--- src/rtl/storage_wb_bridge_pkg.sv ---
// Shared definitions for the storage Wishbone bridge: FSM encoding, SRAM geometry
// and the default window base.
package storage_wb_bridge_pkg;

    typedef enum logic [2:0] {
        ST_IDLE  = 3'd0,
        ST_ISSUE = 3'd1,
        ST_WAIT  = 3'd2,
        ST_ACK   = 3'd3,
        ST_ERR   = 3'd4
    } state_t;

    localparam int          SRAM_WORD_AW = 9;
    localparam int          BANK_BYTES   = 2048;
    localparam logic [31:0] DEF_BASE_ADR = 32'h0100_0000;

    // Bank index width; a single bank still carries one decode bit.
    function automatic int bank_width(input int blocks);
        return (blocks > 1) ? $clog2(blocks) : 1;
    endfunction

endpackage

--- src/rtl/storage_wb_bridge.sv ---
// Wishbone-classic slave driving the storage block's management SRAM port:
// one request in flight, registered chip-select/write-enable/mask, single-cycle ack or err.
module storage_wb_bridge
    import storage_wb_bridge_pkg::*;
#(
    parameter logic [31:0] BASE_ADR   = DEF_BASE_ADR,
    parameter int          RAM_BLOCKS = 1,
    parameter int          READ_LAT   = 1
) (
    input  logic                      mgmt_clk,
    input  logic                      mgmt_resetn,
    input  logic                      wb_cyc_i,
    input  logic                      wb_stb_i,
    input  logic                      wb_we_i,
    input  logic [3:0]                wb_sel_i,
    input  logic [31:0]               wb_adr_i,
    input  logic [31:0]               wb_dat_i,
    output logic [31:0]               wb_dat_o,
    output logic                      wb_ack_o,
    output logic                      wb_err_o,
    output logic [RAM_BLOCKS-1:0]     mgmt_ena,
    output logic [RAM_BLOCKS-1:0]     mgmt_wen,
    output logic [RAM_BLOCKS*4-1:0]   mgmt_wen_mask,
    output logic [SRAM_WORD_AW-1:0]   mgmt_addr,
    output logic [31:0]               mgmt_wdata,
    input  logic [RAM_BLOCKS*32-1:0]  mgmt_rdata
);

    localparam int BANK_W  = bank_width(RAM_BLOCKS);
    localparam int TAG_LSB = 12 + BANK_W;

    state_t                  state_q, next_state;
    logic [BANK_W-1:0]       bank_q, bank_d, req_bank;
    logic                    we_q, we_d;
    logic                    aborted_q, aborted_d;
    logic [1:0]              cnt_q, cnt_d;
    logic                    req, mapped;

    logic [RAM_BLOCKS-1:0]   ena_d, wen_d;
    logic [RAM_BLOCKS*4-1:0] mask_d;
    logic [SRAM_WORD_AW-1:0] addr_d;
    logic [31:0]             wdata_d, dat_d;
    logic                    ack_d, err_d;

    assign req      = wb_cyc_i & wb_stb_i;
    assign req_bank = wb_adr_i[11 +: BANK_W];
    assign mapped   = (wb_adr_i[31:TAG_LSB] == BASE_ADR[31:TAG_LSB])
                   && (int'(req_bank) < RAM_BLOCKS);

    // NOTE: sequential state uses <= so every register samples pre-edge values.
    always_ff @(posedge mgmt_clk or negedge mgmt_resetn) begin
        if (!mgmt_resetn) state_q <= ST_IDLE;
        else              state_q <= next_state;
    end

    always_comb begin
        next_state = state_q;
        case (state_q)
            ST_IDLE:  if (req) next_state = mapped ? ST_ISSUE : ST_ERR;
            ST_ISSUE: next_state = we_q ? (wb_cyc_i ? ST_ACK : ST_IDLE) : ST_WAIT;
            ST_WAIT:  if (cnt_q == 2'd0)
                          next_state = (aborted_q || !wb_cyc_i) ? ST_IDLE : ST_ACK;
            ST_ACK,
            ST_ERR:   next_state = ST_IDLE;
            default:  next_state = ST_IDLE;
        endcase
    end

    // Next values of the registered outputs; chip select is only ever low for the ISSUE cycle.
    always_comb begin
        // NOTE: every target gets a default first so no path leaves a latch behind.
        ena_d     = '1;
        wen_d     = '1;
        mask_d    = '0;
        addr_d    = mgmt_addr;
        wdata_d   = mgmt_wdata;
        dat_d     = wb_dat_o;
        bank_d    = bank_q;
        we_d      = we_q;
        cnt_d     = cnt_q;
        aborted_d = aborted_q;
        ack_d     = (next_state == ST_ACK);
        err_d     = (next_state == ST_ERR);
        case (state_q)
            ST_IDLE: if (next_state == ST_ISSUE) begin
                bank_d          = req_bank;
                we_d            = wb_we_i;
                addr_d          = wb_adr_i[10:2];
                wdata_d         = wb_dat_i;
                aborted_d       = 1'b0;
                ena_d[req_bank] = 1'b0;
                if (wb_we_i) begin
                    wen_d[req_bank]            = 1'b0;
                    mask_d[req_bank*4 +: 4]    = wb_sel_i;
                end
            end
            ST_ISSUE: begin
                cnt_d     = 2'(READ_LAT - 1);
                aborted_d = !wb_cyc_i;
            end
            ST_WAIT: begin
                if (cnt_q != 2'd0) cnt_d = cnt_q - 2'd1;
                aborted_d = aborted_q | !wb_cyc_i;
                if (next_state == ST_ACK) dat_d = mgmt_rdata[bank_q*32 +: 32];
            end
            default: ;
        endcase
    end

    always_ff @(posedge mgmt_clk or negedge mgmt_resetn) begin
        if (!mgmt_resetn) begin
            mgmt_ena      <= '1;
            mgmt_wen      <= '1;
            mgmt_wen_mask <= '0;
            mgmt_addr     <= '0;
            mgmt_wdata    <= '0;
            wb_dat_o      <= '0;
            wb_ack_o      <= 1'b0;
            wb_err_o      <= 1'b0;
            bank_q        <= '0;
            we_q          <= 1'b0;
            cnt_q         <= '0;
            aborted_q     <= 1'b0;
        end else begin
            mgmt_ena      <= ena_d;
            mgmt_wen      <= wen_d;
            mgmt_wen_mask <= mask_d;
            mgmt_addr     <= addr_d;
            mgmt_wdata    <= wdata_d;
            wb_dat_o      <= dat_d;
            wb_ack_o      <= ack_d;
            wb_err_o      <= err_d;
            bank_q        <= bank_d;
            we_q          <= we_d;
            cnt_q         <= cnt_d;
            aborted_q     <= aborted_d;
        end
    end

endmodule

--- config.mk ---
export PLATFORM = sky130hd
export DESIGN_NAME = storage_wb_bridge
export DESIGN_NICKNAME = d
export VERILOG_FILES = /design/src/rtl/storage_wb_bridge_pkg.sv /design/src/rtl/storage_wb_bridge.sv
export SDC_FILE = /design/constraint.sdc
export NUM_CORES = 1
export LEC_CHECK = 0
export ABC_AREA = 1
export ABC_CLOCK_PERIOD_IN_PS = 1700
export CAP_MARGIN = 25
export CORE_MARGIN = 1
export CORE_UTILIZATION = 35
export DETAILED_ROUTE_END_ITERATION = 7
export GPL_ROUTABILITY_DRIVEN = 0
export GPL_TIMING_DRIVEN = 1
export PLACE_DENSITY = 0.71
export SLEW_MARGIN = 30
export SYNTH_ARGS = -nofsm -noshare
export SYNTH_HDL_FRONTEND = slang
export SYNTH_SLANG_ARGS = --single-unit
--- constraint.sdc ---
create_clock -name mgmt_clk -period 1.7 [get_ports mgmt_clk]
set_input_delay 0.34 -clock mgmt_clk [delete_from_list [all_inputs] [get_ports mgmt_clk]]
set_output_delay 0.34 -clock mgmt_clk [all_outputs]
set_load 0.005 [all_outputs]
# [Word-level counts from Yosys, hierarchy flattened]
# Index checks and enable logic that the tools add are counted.
[totals] register_bits=89 out_inout_bits=81 wordCells=66
[op_classes] n_addsub=2 n_lt_le_gt_ge=3 n_eq_ne=8 n_shift=3 mux=20 n_bitwise=4 n_reduce_logical=13
[ops] op="negator 3 -> 34 bit" n=1
[ops] op="variable shift 4 x 34 -> 4 bit (first input constant)" n=1
[ops] op="variable part select 4 x 34 -> 4 bit" n=1
[ops] op="variable part select 32 x 7 -> 32 bit" n=1
[ops] op="equality test 19 x 12 -> 1 bit (second input constant)" n=1
[ops] op="2-to-1 mux 4 bit" n=3
[ops] op="2-to-1 mux 3 bit" n=3
[ops] op="one-hot mux 3 bit (3 select lines)" n=1
[ops] op="2-to-1 mux 2 bit" n=4
[ops] op="AND reduction 2 bit" n=4
[ops] op="2-to-1 mux 1 bit" n=7
[ops] op="equality test 3 x 1 -> 1 bit (second input constant)" n=2
[ops] op="equality test 3 x 2 -> 1 bit (second input constant)" n=2
[ops] op="bitwise AND 4 bit" n=1
[ops] op="!= test 2 bit (second input constant)" n=2
[ops] op="one-hot mux 2 bit (2 select lines)" n=1
[ops] op="nonzero test 2 bit" n=2
[ops] op="equality test 3 bit (second input constant)" n=1
[ops] op="zero test 3 bit" n=1
[ops] op="one-hot mux 1 bit (3 select lines)" n=1
[ops] op="nonzero test 3 bit" n=1
[ops] op="logical AND 1 bit" n=2
[ops] op="zero test 2 bit" n=1
[ops] op="less-than comparator 1 bit (second input constant)" n=2
[ops] op="other kinds (7)" n=7

# [Depth between registers and ports, before layout]
# Gate-level depths: netlist of the first run.
[logic_depth] depth_word=8 ltp_mapped=9 depth_no_buf=8

# [Worst setup path before layout of the first run]
# Ideal clock, no wire load.
[synth_path] path_kind="reg2reg" start="register state_q[0]" end="register mgmt_addr[2]" setup_ns=0.116 t_arrival_ns=1.241 t_required_ns=1.584 slack_ns=0.342 path_stages_with_launch=9 synth_period_minus_slack_ns=1.358 path_cell_list="dfrtp_1 nor2_2 nand2_1 nor2_2 nand4_2 buf_4 buf_6 nand2_1 nand2_1"
[synth_via] elab_chain_cells=4 elab_cells_between_ends=8 classes_between="eq/ne: 3; mux: 3; reduce/logical: 2"
[synth_lines] element="start, declared" line="storage_wb_bridge.sv:32" source="state_t state_q, next_state;"
[synth_lines] element="start signal, assigned" line="storage_wb_bridge.sv:53" source="else state_q <= next_state;"
[synth_lines] element="equality test 3 x 2 -> 1 bit (tied with other cells)" line="storage_wb_bridge.sv:58" source="case (state_q)"
[synth_lines] element="one-hot mux 3 bit (3 select lines)" line="storage_wb_bridge.sv:58"
[synth_lines] element="equality test 3 x 1 -> 1 bit" line="storage_wb_bridge.sv:85" source="ST_IDLE: if (next_state == ST_ISSUE) begin"
[synth_lines] element="AND reduction 2 bit (no line) *"
[synth_lines] element="end signal, assigned" line="storage_wb_bridge.sv:128" source="mgmt_addr <= addr_d;"
[synth_lines] element="end, declared" line="storage_wb_bridge.sv:24" source="output logic [SRAM_WORD_AW-1:0] mgmt_addr,"
# Mark *: on every way between the ends. The rest lies on a longest branch, timed or not.
# A chain may end at the register's enable or synchronous reset.

# [Final worst setup path of the first run]
[layout_path] start="register mgmt_wdata[19]" end="output port mgmt_wdata[19]"
[layout_rtl] element="start, declared" line="storage_wb_bridge.sv:25" source="output logic [31:0] mgmt_wdata,"
[layout_rtl] element="start signal, assigned" line="storage_wb_bridge.sv:129" source="mgmt_wdata <= wdata_d;"
# No word-level cell between the ends.

==> impl_metrics.toml, run 1 <==
[global_route]
track_usage_pct = 18.4
grt_pass1_vias = 3245
grt_pass1_wl_um = 15900
gr-usage-met3_pct = 5.89
met1_usage_pct = 22.7
antenna_found_initial = 0
grt_remaining_overflow = 0
met2_usage_pct = 30.5
grt_start_max_net_pins = 50
busiest_layer = "met2"

[routing]
via_per_inst = 4.48
routedWlPerCell_um = 12.9
wl_um = 9480
first_iter_violations = 114
vias = 3292
post-route-drc-count = 0
drtPass1Iterations = 5
antenna_left = 0

[power_and_ir_drop]
power_density_mw_per_mm2 = 788
power.leakage_nw = 2.76
vdd_drop_max_mv = 0.450

[place]
dpl.hpwl_um = 7050
post-place-ws_ns = -0.228
numPortBuffers = 182

[layout]
multiInputGateArea_mm2 = 0.00121
layout_commonest_cell = "clkdlybuf4s50_1"
syn2layout_area_growth_pct = 64.6
layout-drive-gt1-share_pct = 10.5
nNetsFinal = 703
final_util_pct = 60.4
mostFrequentLayoutCells = "clkdlybuf4s50_1, nand2_1, dfrtp_1, nor2_1, a21oi_2"
final.fill_count = 866
n_antenna_cell = 0
regArea_mm2 = 0.00223

[clock_network]
root_buffer = "clkbuf_8"
clk_pin_slew_ns = 0.09
cts_tree = "built"
clockBufferDepth = 2
postCtsSetupRepairBufs = 0
cts_num_sinks = 89
cts_buffers = 9
insertion_delay_ns = 0.35
h-tree-depth = 3

[floorplan]
rows = 36
start_util_pct = 36.7
die-area_mm2 = 0.0108
core_area_mm2 = 0.00991
io_pins = 186
die_h_um = 104
die_w_um = 104

[timing]
fin_ws_ns = 0.118
setup-violations-final = 0
maxSlewHeadroom_pct = 68.2
fmax_mhz = 632
tightestPinTransition_ns = 0.477
period_share_pct = 93.1
rsz0062_at_grt = "no"
hold_violations = 0
report.final.slew_viol_count = 0
skew_ns = 0.0151
post-route-min-period_ns = 1.58

[setup_path]
crit_chain = "clkdlybuf4s50_1"
cpLargestDelayFamily = "buffers and inverters"
start_kind = "flip-flop"
worstPathRequired_ns = 1.36
endpoint_kind = "primary output"
critPathSlowestCell = "clkdlybuf4s50_1"
max_stage_delay_ns = 0.53
worst-setup-path-type = "reg -> out"
critical_path_buf_inv_count = 1
cp.arrival_ns = 1.24
ff2ff_path_depth = 7
cp_num_cells = 1
path_max_fanout = 2

[logic_synthesis]
synthTopCellsByArea = "dfrtp_1, nand2_1, nor2_1, a21oi_2, a21oi_1"
yosysUniqueCellTypes = 22
ys_seq_area_share_pct = 61.3
synth_largest_area_cell = "dfrtp_1"
synth_top_area_share_pct = 59.9
synthesis.nets = 507
synth-warning-count = 0
synth_area_mm2 = 0.00364
synth_seq_cells = 89
syn_inst = 401
syn_avg_cell_area_um2 = 9.07

[run_status]
run_status = "complete, no violations"

[run]
drv_cap = 0

[min_path]
hp-class = "in -> async"
[flip-flops by register name, indices dropped and copies added (netlist names)]
register       count
mgmt_ena           1
state_q            3
mgmt_wen           1
wb_dat_o          32
cnt_q              2
mgmt_wdata        32
mgmt_addr          9
wb_ack_o           1
bank_q             1
we_q               1
aborted_q          1
wb_err_o           1
mgmt_wen_mask      4
[power by group]
group	internal, mW	switching [mW]
registers	2.26	0.0749
clock network	0.876	0.738
logic	0.523	0.247
total	3.66	1.06
[per-stage QoR]
stage	area (µm²)	hold slack (ns)	setup TNS, ns	total power [mW]	std cells
3_3_place_gp	5760	0.328	-8.40	3.13	718
5_1_grt	5980	0.496	0	4.95	735
6_report	5980	0.480	0	4.72	735
2_1_floorplan	3640	0.0444	0	2.55	401
3_5_place_dp	5760	0.328	-10.52	3.16	718
4_1_cts	5980	0.485	0	4.77	735
[logic make-up after synthesis]
logic type	Yosys count	synth area share [%]
buffers and inverters	39	5.64
AND/OR/NAND/NOR	234	25.4
AO/OA/AOI/OAI	38	7.30
adder cells (fa/ha/maj)	1	0.344
flip-flops	89	61.3
[metal layers]
metal	up-vias	wire length (µm)	share of wire, %
li1	1617	-	-
met1	1536	3990	42
met2	128	4560	48
met3	11	815	8.6
met4	0	112	1.2
met5	-	0	0
[final cells by class]
| cell class | instances | area share, % |
|---|---|---|
| sequential | 89 | 37.3 |
| clock buffer | 12 | 2.43 |
| timing repair buffer | 204 | 34.8 |
| tap | 133 | 2.78 |
| inverter | 20 | 1.25 |
| multi-input combinational | 273 | 20.2 |
| clock inverter | 4 | 1.28 |
[repair_timing]
item,CTS,global route
setup endpoints to repair,2,0
gates resized for setup,2,0
hold buffers,1,0
endpoints found under the hold margin,32,0
[cells in the mapped netlist]
master    instances
nand2_1         169
dfrtp_1          87
nor2_1           47
a21oi_2          20
inv_1            19
a21oi_1          15
buf_4             9
nor3_1            6
clkbuf_1          5
nand3_1           4
buf_6             3
o21ai_0           3
buf_2             2
dfstp_2           2
nor2_2            2
nor3b_1           2
and2_1            1
ha_1              1
inv_2             1
nand4_2           1
nor3_2            1
or2_1             1
[worst paths after layout]
kind	startpoint	endpoint	slack, ns
min reg2reg	mgmt_addr[4]$_DFFE_PN0P_	mgmt_addr[4]$_DFFE_PN0P_	0.48
max	mgmt_wdata[19]$_DFFE_PN0P_	mgmt_wdata[19]	0.12
min in group mgmt_clk	mgmt_addr[4]$_DFFE_PN0P_	mgmt_addr[4]$_DFFE_PN0P_	0.48
max reg2reg	state_q[0]$_DFF_PN0_	wb_dat_o[3]$_DFFE_PN0P_	0.19
max in group asynchronous	mgmt_resetn	mgmt_wen$_DFF_PN1_	0.60
min	mgmt_resetn	wb_dat_o[0]$_DFFE_PN0P_	0.48
Power figures use the tool's default switching activity.
==> run 2: changes to the inputs <==
--- a/config.mk
+++ b/config.mk
@@ -8,7 +8,7 @@
 export ABC_AREA = 1
 export ABC_CLOCK_PERIOD_IN_PS = 1700
 export CAP_MARGIN = 25
-export CORE_MARGIN = 1
+export CORE_MARGIN = 3
 export CORE_UTILIZATION = 35
 export DETAILED_ROUTE_END_ITERATION = 7
 export GPL_ROUTABILITY_DRIVEN = 0
==> run 2 against run 1 <==
Against the previous run:
- count of clock-buffer cells in the layout is 2 lower
- wire length is 3.8% higher
- utilization decreased by 0.79 points
- critical path depth did not move
- critical endpoint is now wb_dat_o[28]
- highest routed layer unchanged
==> impl_metrics.toml, run 2 (same netlist as run 1, synthesis figures left out) <==
[run_status]
run_status = "complete, no violations"

[setup_path]
cp-startpoint = "wb_dat_o[28]$_DFFE_PN0P_"
r2r_start = "state_q[0]$_DFF_PN0_"
cpLargestDelayFamily = "buffers and inverters"
reg2reg_to = "wb_dat_o[6]$_DFFE_PN0P_"
path_max_fanout = 2
worstPathRequired_ns = 1.36
start_kind = "flip-flop"
critPathSlowestCell = "clkdlybuf4s50_1"
crit_chain = "clkdlybuf4s50_1"
cp.arrival_ns = 1.24
worst-setup-path-type = "reg -> out"
endpoint_kind = "primary output"
rrSetupSlack_ns = 0.21
cp_num_cells = 1
critical_path_buf_inv_count = 1
max_stage_delay_ns = 0.53
endpoint = "wb_dat_o[28]"
ff2ff_path_depth = 7

[layout]
final_util_pct = 59.6
nNetsFinal = 699
mostFrequentLayoutCells = "clkdlybuf4s50_1, nand2_1, dfrtp_1, nor2_1, a21oi_2"
layout_commonest_cell = "clkdlybuf4s50_1"
layout-drive-gt1-share_pct = 10.2
reg_top3 = "mgmt_wdata x32, wb_dat_o x32, mgmt_addr x9"
syn2layout_area_growth_pct = 63.2
n_antenna_cell = 0

[timing]
fmax_mhz = 634
post-route-min-period_ns = 1.58
setup-violations-final = 0
period_share_pct = 92.8
report.final.slew_viol_count = 0
skew_ns = 0.0173
holdWs_ns = 0.354
fin_ws_ns = 0.123
rsz0062_at_grt = "no"
hold_violations = 0
tightestPinTransition_ns = 0.378
maxSlewHeadroom_pct = 74.8
tns_ns = 0

[floorplan]
die-area_mm2 = 0.0116
core_area_mm2 = 0.00995
rows = 36
start_util_pct = 36.5
die_h_um = 108
io_pins = 186
die_w_um = 108

[clock_network]
insertion_delay_ns = 0.35
clockBufferDepth = 2
cts_num_sinks = 89
cts_tree = "built"
root_buffer = "clkbuf_8"
h-tree-depth = 3
clk_pin_slew_ns = 0.10
cts_buffers = 9

[min_path]
hp-class = "in -> reg"
min_from = "wb_cyc_i"

[routing]
vias = 3251
routedWlPerCell_um = 13.5
drtPass1Iterations = 4
wl_um = 9850
via_per_inst = 4.45
first_iter_violations = 163
antenna_left = 0
post-route-drc-count = 0

[power_and_ir_drop]
finalPower_mw = 4.57
power_density_mw_per_mm2 = 770
power.leakage_nw = 2.74
vdd_drop_max_mv = 0.404

[global_route]
grt_pass1_vias = 3266
track_usage_pct = 16.3
grt_pass1_wl_um = 15200
grt_remaining_overflow = 0
grt_start_max_net_pins = 66
antenna_found_initial = 0

[place]
dpl.hpwl_um = 6980
post-place-ws_ns = -0.263
numPortBuffers = 182

[run]
drv_cap = 0
[run 2: cell count changes in the layout (fill, tap and decap cells not counted), sizes merged]
cell / previous run / this run
buf: 22 / 16
clkinv: 0 / 3
bufinv: 2 / 1
clkdlybuf4s50: 179 / 178
clkinvlp: 1 / 2
dlymetal6s2s: 0 / 1
inv: 21 / 20
[run 2: repair_timing]
| item | 4_1_cts | 5_1_grt |
|---|---|---|
| pin swaps | 0 | 1 |
| cloned | 0 | 3 |
| resized for setup | 2 | 6 |
| setup endpoints to repair | 2 | 5 |
| hold buffers | 1 | 0 |
| hold endpoints to repair | 23 | 0 |
| setup buffers | 0 | 2 |
[run 2: how the worst min path moves through the flow]
| stage | end | slack, ns | cells after the start |
|---|---|---|---|
| after detailed placement | wb_dat_o[8]$_DFFE_PN0P_ | 0.29 | 1 |
| after global placement | wb_dat_o[1]$_DFFE_PN0P_ | 0.29 | 1 |
| after floorplan | aborted_q$_DFFE_PN0P_ | 0.04 | 0 |
| after CTS | mgmt_wdata[16]$_DFFE_PN0P_ | 0.45 | 2 |
| final | state_q[1]$_DFF_PN0_ | 0.35 | 3 |
| after global routing | state_q[1]$_DFF_PN0_ | 0.35 | 3 |
[run 2: per-layer routing]
metal,vias to the layer above,share of wire (%),global-route usage (%)
met3,12,7.5,5.34
met4,0,1.7,6.13
met2,121,48,26.8
met1,1499,43,19.8
met5,-,0,0
li1,1619,-,-
[run 2: layout make-up]
cell class                 count  area (µm²)
timing repair buffer         200        2050
sequential                    89        2230
clock buffer                  10         138
multi-input combinational    273        1210
inverter                      20        75.1
fill                         856        4020
clock inverter                 6        67.6
tap                          133         166
[run 2: power by group]
part | switching [mW] | internal (mW) | total [mW] | leakage, nW
registers | 0.0719 | 2.26 | 2.33 | 1.18
logic | 0.248 | 0.520 | 0.768 | 1.46
clock network | 0.752 | 0.722 | 1.47 | 0.0985
total | 1.07 | 3.50 | 4.57 | 2.74
[run 2: through the flow]
stage	cells	cell area [µm²]
global route	731	5930
floorplan	401	3640
global placement	709	5640
finish	731	5930
CTS	726	5850
detailed placement	709	5640
[run 2: worst reg2reg max path: cells and delay by family (launching register included)]
| family | cells | cell delay (ns) |
|---|---|---|
| and+or+nand+nor | 4 | 0.57 |
| buffers and inverters | 2 | 0.36 |
| DFF | 1 | 0.40 |
| AOI/OAI and AO/OA | 1 | 0.10 |
